$ cat src/rtl/sad_ctrl.sv
// sad_ctrl: control FSM sequencing one 256-element SAD computation per go request.
module sad_ctrl #(
    parameter int RD_LAT = 0,
    parameter int N_ELEM = 256
) (
    input  logic clk,
    input  logic rst,
    input  logic go,
    input  logic abort,
    input  logic clr_sad,
    input  logic i_lt_256,
    output logic i_inc,
    output logic i_clr,
    output logic sum_ld,
    output logic sum_clr,
    output logic sadreg_ld,
    output logic sadreg_clr,
    output logic busy,
    output logic done,
    output logic err
);
    localparam int WW = $clog2(RD_LAT + 2);
    typedef enum logic [2:0] {S_IDLE, S_INIT, S_WAIT, S_ACC, S_STORE, S_DONE} state_t;
    localparam state_t S_LOOP = (RD_LAT > 0) ? S_WAIT : S_ACC;
    state_t r_state, w_next;
    logic [8:0] r_cnt;
    logic [WW-1:0] r_wcnt;
    logic r_err;
    logic w_last, w_abort, w_start;
    assign w_last  = (r_cnt == 9'(N_ELEM - 1));
    assign w_abort = abort && (r_state == S_INIT || r_state == S_WAIT || r_state == S_ACC);
    assign w_start = (r_state == S_IDLE) && go && !abort;
    assign busy    = (r_state != S_IDLE);
    assign done    = (r_state == S_DONE);
    assign err     = r_err;
    always_comb begin
        w_next     = r_state;
        i_inc      = 1'b0;
        i_clr      = 1'b0;
        sum_ld     = 1'b0;
        sum_clr    = 1'b0;
        sadreg_ld  = 1'b0;
        sadreg_clr = 1'b0;
        if (w_abort) begin
            i_clr   = 1'b1;
            sum_clr = 1'b1;
            w_next  = S_IDLE;
        end else begin
            case (r_state)
                S_IDLE: begin
                    sadreg_clr = clr_sad;
                    w_next     = w_start ? S_INIT : S_IDLE;
                end
                S_INIT: begin
                    i_clr   = 1'b1;
                    sum_clr = 1'b1;
                    w_next  = S_LOOP;
                end
                S_WAIT: w_next = (r_wcnt == '0) ? S_ACC : S_WAIT;
                S_ACC: begin
                    sum_ld = 1'b1;
                    i_inc  = i_lt_256 && !w_last;
                    w_next = i_inc ? S_LOOP : S_STORE;
                end
                S_STORE: begin
                    sadreg_ld = 1'b1;
                    w_next    = S_DONE;
                end
                default: w_next = S_IDLE;
            endcase
        end
    end
    // A load that leaves the loop early, or one that would run past N_ELEM, flags a length mismatch.
    always_ff @(posedge clk) begin
        if (rst) begin
            r_state <= S_IDLE;
            r_cnt   <= '0;
            r_wcnt  <= '0;
            r_err   <= 1'b0;
        end else begin
            r_state <= w_next;
            r_wcnt  <= (r_state == S_WAIT) ? r_wcnt - 1'b1 : WW'(RD_LAT > 0 ? RD_LAT - 1 : 0);
            if (r_state == S_INIT)
                r_cnt <= '0;
            else if (sum_ld && r_cnt != 9'(N_ELEM))
                r_cnt <= r_cnt + 1'b1;
            if (w_start)
                r_err <= 1'b0;
            else if (sum_ld && (i_lt_256 == w_last))
                r_err <= 1'b1;
        end
    end
endmodule

$ cat config.mk
export PLATFORM = sky130hd
export DESIGN_NAME = sad_ctrl
export DESIGN_NICKNAME = d
export VERILOG_FILES = /design/src/rtl/sad_ctrl.sv
export SDC_FILE = /design/constraint.sdc
export NUM_CORES = 1
export LEC_CHECK = 0
export ABC_AREA = 1
export CAP_MARGIN = 20
export CORE_ASPECT_RATIO = 0.5
export CORE_MARGIN = 5
export CORE_UTILIZATION = 30
export DETAILED_ROUTE_END_ITERATION = 8
export GPL_ROUTABILITY_DRIVEN = 0
export MAX_ROUTING_LAYER = met4
export SLEW_MARGIN = 40
export SYNTH_ARGS = -nofsm -noshare
export SYNTH_HDL_FRONTEND = slang
export SYNTH_SLANG_ARGS = --single-unit
$ cat constraint.sdc
create_clock -name clk -period 2.05 [get_ports clk]
set_input_delay 0.5125 -clock clk [delete_from_list [all_inputs] [get_ports clk]]
set_output_delay 0.5125 -clock clk [all_outputs]
set_load 0.02 [all_outputs]
# ---- After elaboration in Yosys (flattened, before gate mapping)
# Cells that the tools add are included.
dict set report word_totals {
  romBits 0
  ramBits 0
  latch_bits 0
  ff_bits 14
  memories 0
  output_inout_bits 9
  input_bits 6
  wordCells 45
}
dict set report classes {
  div_mod_pow 0
  bitwise_logic 1
  muxes 14
  n_reduce_logical 16
  n_eq_ne 8
  magnitude_cmp 0
  mul 0
  addsub 2
  n_shift 0
}
# operator n
set op_table {}
lappend op_table {{$pmux W3 S5} 1}
lappend op_table {{$mux W1} 12}
lappend op_table {{$add A9 B1 Y9 const B} 1}
lappend op_table {{$eq A9 B8 Y1 const B} 1}
lappend op_table {{$ne A9 B9 Y1 const B} 1}
lappend op_table {{$reduce_or A2 Y1} 4}
lappend op_table {{$eq A3 B2 Y1 const B} 2}
lappend op_table {{$eq A3 B3 Y1 const B} 2}
lappend op_table {{$logic_and A1 B1 Y1} 6}
lappend op_table {{$eq A3 B1 Y1 const B} 1}
lappend op_table {{$logic_not A3 Y1} 1}
lappend op_table {{$mux W3} 1}
lappend op_table {{$reduce_bool A3 Y1} 1}
lappend op_table {{$logic_not A1 Y1} 2}
lappend op_table {{$logic_or A1 B1 Y1} 2}
lappend op_table {{$eq A1 B1 Y1} 1}
lappend op_table {{$not A1 Y1} 1}
lappend op_table {{$sub A1 B1 Y1 const B} 1}

# ---- Logic depth before layout (Yosys ltp)
# Gate-level depths: netlist of run 1.
dict set report logic_depth {
  ltp_word 6
  mapped_depth 11
  ltp_nobuf 11
}

# ---- Worst setup path after synthesis of run 1
# OpenSTA, ideal clock, no wires.
dict set report synth_timing {
  path_kind {flip-flop to output port}
  startpoint {reg r_cnt[0]}
  endpoint {out i_inc}
  n_path_buf 0
  slack_ns -0.047
  arrival_ns 1.584
  required_ns 1.537
  path_stages_with_launch 9
  path_cell_list {dfxtp_1 ha_1 nand3_1 nor2_1 ha_1 inv_1 ha_1 inv_1 nor3_1}
}
dict set report synth_via {
  elab_chain_len 5
}
# element line_no
set synth_rtl {}
lappend synth_rtl {{start: declaration} 26} ;# logic [8:0] r_cnt;
lappend synth_rtl {{start signal: assignment} 86} ;# r_cnt <= r_cnt + 1'b1;
lappend synth_rtl {{$eq A9 B8 Y1} 30} ;# assign w_last = (r_cnt == 9'(N_ELEM - 1));
lappend synth_rtl {{$logic_not A1 Y1} 62} ;# i_inc = i_lt_256 && !w_last;
lappend synth_rtl {{$logic_and A1 B1 Y1} 62}
lappend synth_rtl {{$mux W1} 49} ;# case (r_state)
lappend synth_rtl {{$mux W1} 44} ;# if (w_abort) begin
lappend synth_rtl {{end: declaration} 12} ;# output logic i_inc,
# Every way passes these cells.

# ---- Final worst setup path of run 1
dict set report layout_timing {
  startpoint {reg r_cnt[3]}
  endpoint {out i_inc}
}
# Same word-level chain as after synthesis.

==> summary by stage, run 1 <==
Logic synthesis
For this run, the register share of the synthesized area comes to 32.2%. Synthesis handed over a netlist of ~140 instances. The leading area contributor after synthesis is dfxtp_1. Synthesis produced a netlist with a net count of roughly 150. The netlist area before placement is 871 um^2. In this run the biggest area consumer among cell types represents ~32% of the synthesized area.

Dividing the synthesized area by the synthesized cell count gives roughly 6.5 um^2. The number of synthesized register bits is 14. The number of warnings reported in the yosys synthesis log is 0. The synthesized netlist contains 22 unique library cells. Sorting the synthesized cells by area gives the leading types as dfxtp_1, nand2_1, nor2_1.

Clock tree
Clock tree synthesis found a total of 14 sinks. The clock slew at the register clock pins of the worst setup and hold paths is 0.06 ns. The latest clock arrival within the worst-skew pair is 0.25 ns.

The longest clock path from root to sink contains 2 buffers. CTS placed an instance of clkbuf_8 at the clock tree root. The number of levels in the clock H-tree is 1. Counting the buffers created by CTS gives 3. TritonCTS built the clock tree. The number of hold buffers added after CTS was 0.

STA
Across the routed clock network, the largest skew measured is 0.00346 ns. The final-report hold violation count was 0. Counting I/O delays and the setup requirement, the final critical path takes 2.10 ns. The max-slew violation total from the final report was 0. The tightest hold path in the finished design has a slack of 0.445 ns. Measured against its own limit, the worst slew margin works out to 83.0%. Setup repair after global routing could not meet its margin everywhere.

The setup violation total in the final timing report is 1. The final period utilization is 102%. At the pin with the least slew margin, the transition time is 0.252 ns. Setup slack on the critical path of the routed design comes to -0.0450 ns. For this run, the top clock speed supported by timing is 0.477 GHz.

GRT
The met1 usage in global routing is a little under an eighth. The most crowded layer after global routing is met2. Global routing used 11.7% of the available tracks. The number of global-route vias before repair came to 835.

The met3 routing resource usage after global routing is 3.71%. Entering global routing, the biggest net connects 9 pins. The initial antenna violation count is 0. Global routing used 22.8% of the available met2 tracks. The global-route wire length before repair is 3560 um. The total overflow reported by the global router is 0.

Place
The total cell area at the placement stage is 0.00119 mm^2. The detailed-placement wirelength estimate is around 1600 um. The count of input and output buffers is 14.

Setup path
The endpoint identified for the worst register-to-register timing path is r_state[0]$_SDFF_PP0_. The startpoint type of the worst setup path is a register. The launch instance of the worst register-to-register path is r_cnt[3]$_SDFFE_PP0P_. Of all nets on the critical path, the largest fanout is 2.

The required arrival time at the worst endpoint is 1.54 ns. The destination of the critical timing path is i_inc. In this run the worst setup path begins at r_cnt[3]$_SDFFE_PP0P_. The worst register-to-register path has a depth of 11. The data arrival time of the critical path is 1.58 ns.

The critical path in this run is classified as register to output pin. The endpoint class of the critical path is an output pin. The register-to-register setup slack is roughly 0.52 ns.

Floorplanning
The cell row count is 13. Once the floorplan was initialized, standard cells occupied 32.4% of the core. The floorplan step defined a die boundary enclosing 0.00415 mm^2. The die span in y is 48.1 um. The standard cell core area is 0.00268 mm^2.

In this run the horizontal extent of the chip is 86.2 um. The number of top-level pins is 15.

Detailed routing
The routed length per placed instance is 10.1 um. The first routing iteration left 28 violations. In the routed design, unresolved DRC markers number 0. The via count normalized by instance count is 4.25. The post-detailed-route count of antenna-violating nets is 0. The pre-antenna-repair detailed-routing pass consisted of 4 iterations.

The final route contains 885 vias. The post-detailed-routing wire length is 2100 um.

Finish
Fill cells in the final layout number 294. 0 antenna diodes ended up in the layout. The fraction of final layout cells sized beyond drive strength 1 is 31.6%. Once layout is done, the placed cells without fillers occupy roughly 0.0013 mm^2.

At the end of the flow, the number of nets in the layout was 182. Compared with the post-synthesis result, the final layout area differs by 48.4%.

Outcome
The checks that failed: setup timing. The run finished, with violations left.

Pwr
The leakage power is 0.614 nW. The total power consumption of the routed design is 1.04 mW. The power per cell area is 802 mW/mm^2. The highest ir drop seen on vdd is roughly 350 uV.

Job
The max-cap violation count is 0.

Min path
The class of the tightest hold or removal check is register to register.
==> critical path: stages (launching register included) <==
cell	delay, ns
dfxtp_2	0.33
nand2_2	0.08
nor2_4	0.12
nand3_2	0.10
nor2_2	0.12
ha_2	0.17
inv_2	0.04
ha_4	0.15
inv_2	0.05
nor3_2	0.03
buf_4	0.15
==> worst min path at each step <==
stage / startpoint / to / cells past startpoint
6_report: err$_SDFFE_PP0P_ / err$_SDFFE_PP0P_ / 2
5_1_grt: err$_SDFFE_PP0P_ / err$_SDFFE_PP0P_ / 2
4_1_cts: err$_SDFFE_PP0P_ / err$_SDFFE_PP0P_ / 2
3_5_place_dp: err$_SDFFE_PP0P_ / err$_SDFFE_PP0P_ / 2
3_3_place_gp: err$_SDFFE_PP0P_ / err$_SDFFE_PP0P_ / 2
2_1_floorplan: r_wcnt$_SDFF_PP0_ / r_wcnt$_SDFF_PP0_ / 3
==> power by group <==
group          switching, mW  internal, mW
Clock                  0.109         0.170
Sequential            0.0341         0.300
Combinational          0.261         0.161
Total                  0.405         0.632
==> logic make-up after synthesis <==
family	synth area share, %
buffers and inverters	12.1
AND/OR/NAND/NOR	41.7
flip-flops	32.2
XOR/XNOR	1.01
AO/OA/AOI/OAI	7.33
adder cells (fa/ha/maj)	5.75
==> layout make-up <==
class	count	area [um^2]	share of cell area (%)
well taps	37	46.3	3.58
flip-flops and latches	14	287	22.2
clock buffers	4	55.1	4.26
multi-input cells	95	541	41.8
repair buffers	34	272	21.0
inverters	24	92.6	7.16
==> through the flow <==
step | setup slack (ns) | std cells | utilization [%] | setup TNS [ns]
3_5_place_dp | -0.434 | 203 | 44.4 | -1.59
3_3_place_gp | -0.430 | 203 | 44.4 | -1.54
2_1_floorplan | 0.111 | 135 | - | 0
6_report | -0.0450 | 208 | 48.2 | -0.0450
4_1_cts | -0.117 | 207 | 46.6 | -0.117
5_1_grt | -0.137 | 208 | 48.2 | -0.137
==> cell usage after synthesis <==
library cell and count:
o21ai_0 1, inv_4 1, o21ai_1 5, nand3_1 6, nand3_4 1, buf_4 1
nand4_1 1, buf_2 1, a21oi_1 5, xor2_1 1, nor2_1 29, nand3b_1 1
ha_1 4, inv_1 21, nor3_1 4, a21oi_2 1, inv_2 2, nor2_8 2
nor2_2 1, nand2_1 32, nand2_2 1, dfxtp_1 14
==> layer usage <==
layer  up-vias  wire length (um)
li1        482                 -
met5         -                 0
met3         0               135
met1       383               979
met2        20               986
met4         0                 0
==> timing repair <==
action	in CTS	in global routing
endpoints found under the hold margin	0	0
setup buffers	0	1
gates resized for setup	22	18
endpoints found under the setup margin	6	4
pin swaps	1	5
==> layout by cell type, fill, tap and decap left out, types with 5 or more instances in the layout <==
cell type        instances
clkdlybuf4s50_1          6
dfxtp_1                  9
inv_1                   19
nand2_1                 30
nand3_1                  5
o21ai_1                  5
dfxtp_2                  5
buf_4                   21
a21oi_1                  5
nor2_1                  26
==> sequential cells by signal, indices dropped and copies added, names as in the netlist <==
signal   flops
r_wcnt       1
r_cnt        9
r_state      3
err          1
Note: power is estimated with default switching activity, not from simulation.
==> run 2: changes to the inputs <==
Settings changed: SLEW_MARGIN 40 to 0.
==> results of run 2 <==
No change in the layout: final DEF, timing and power equal those of run 1.
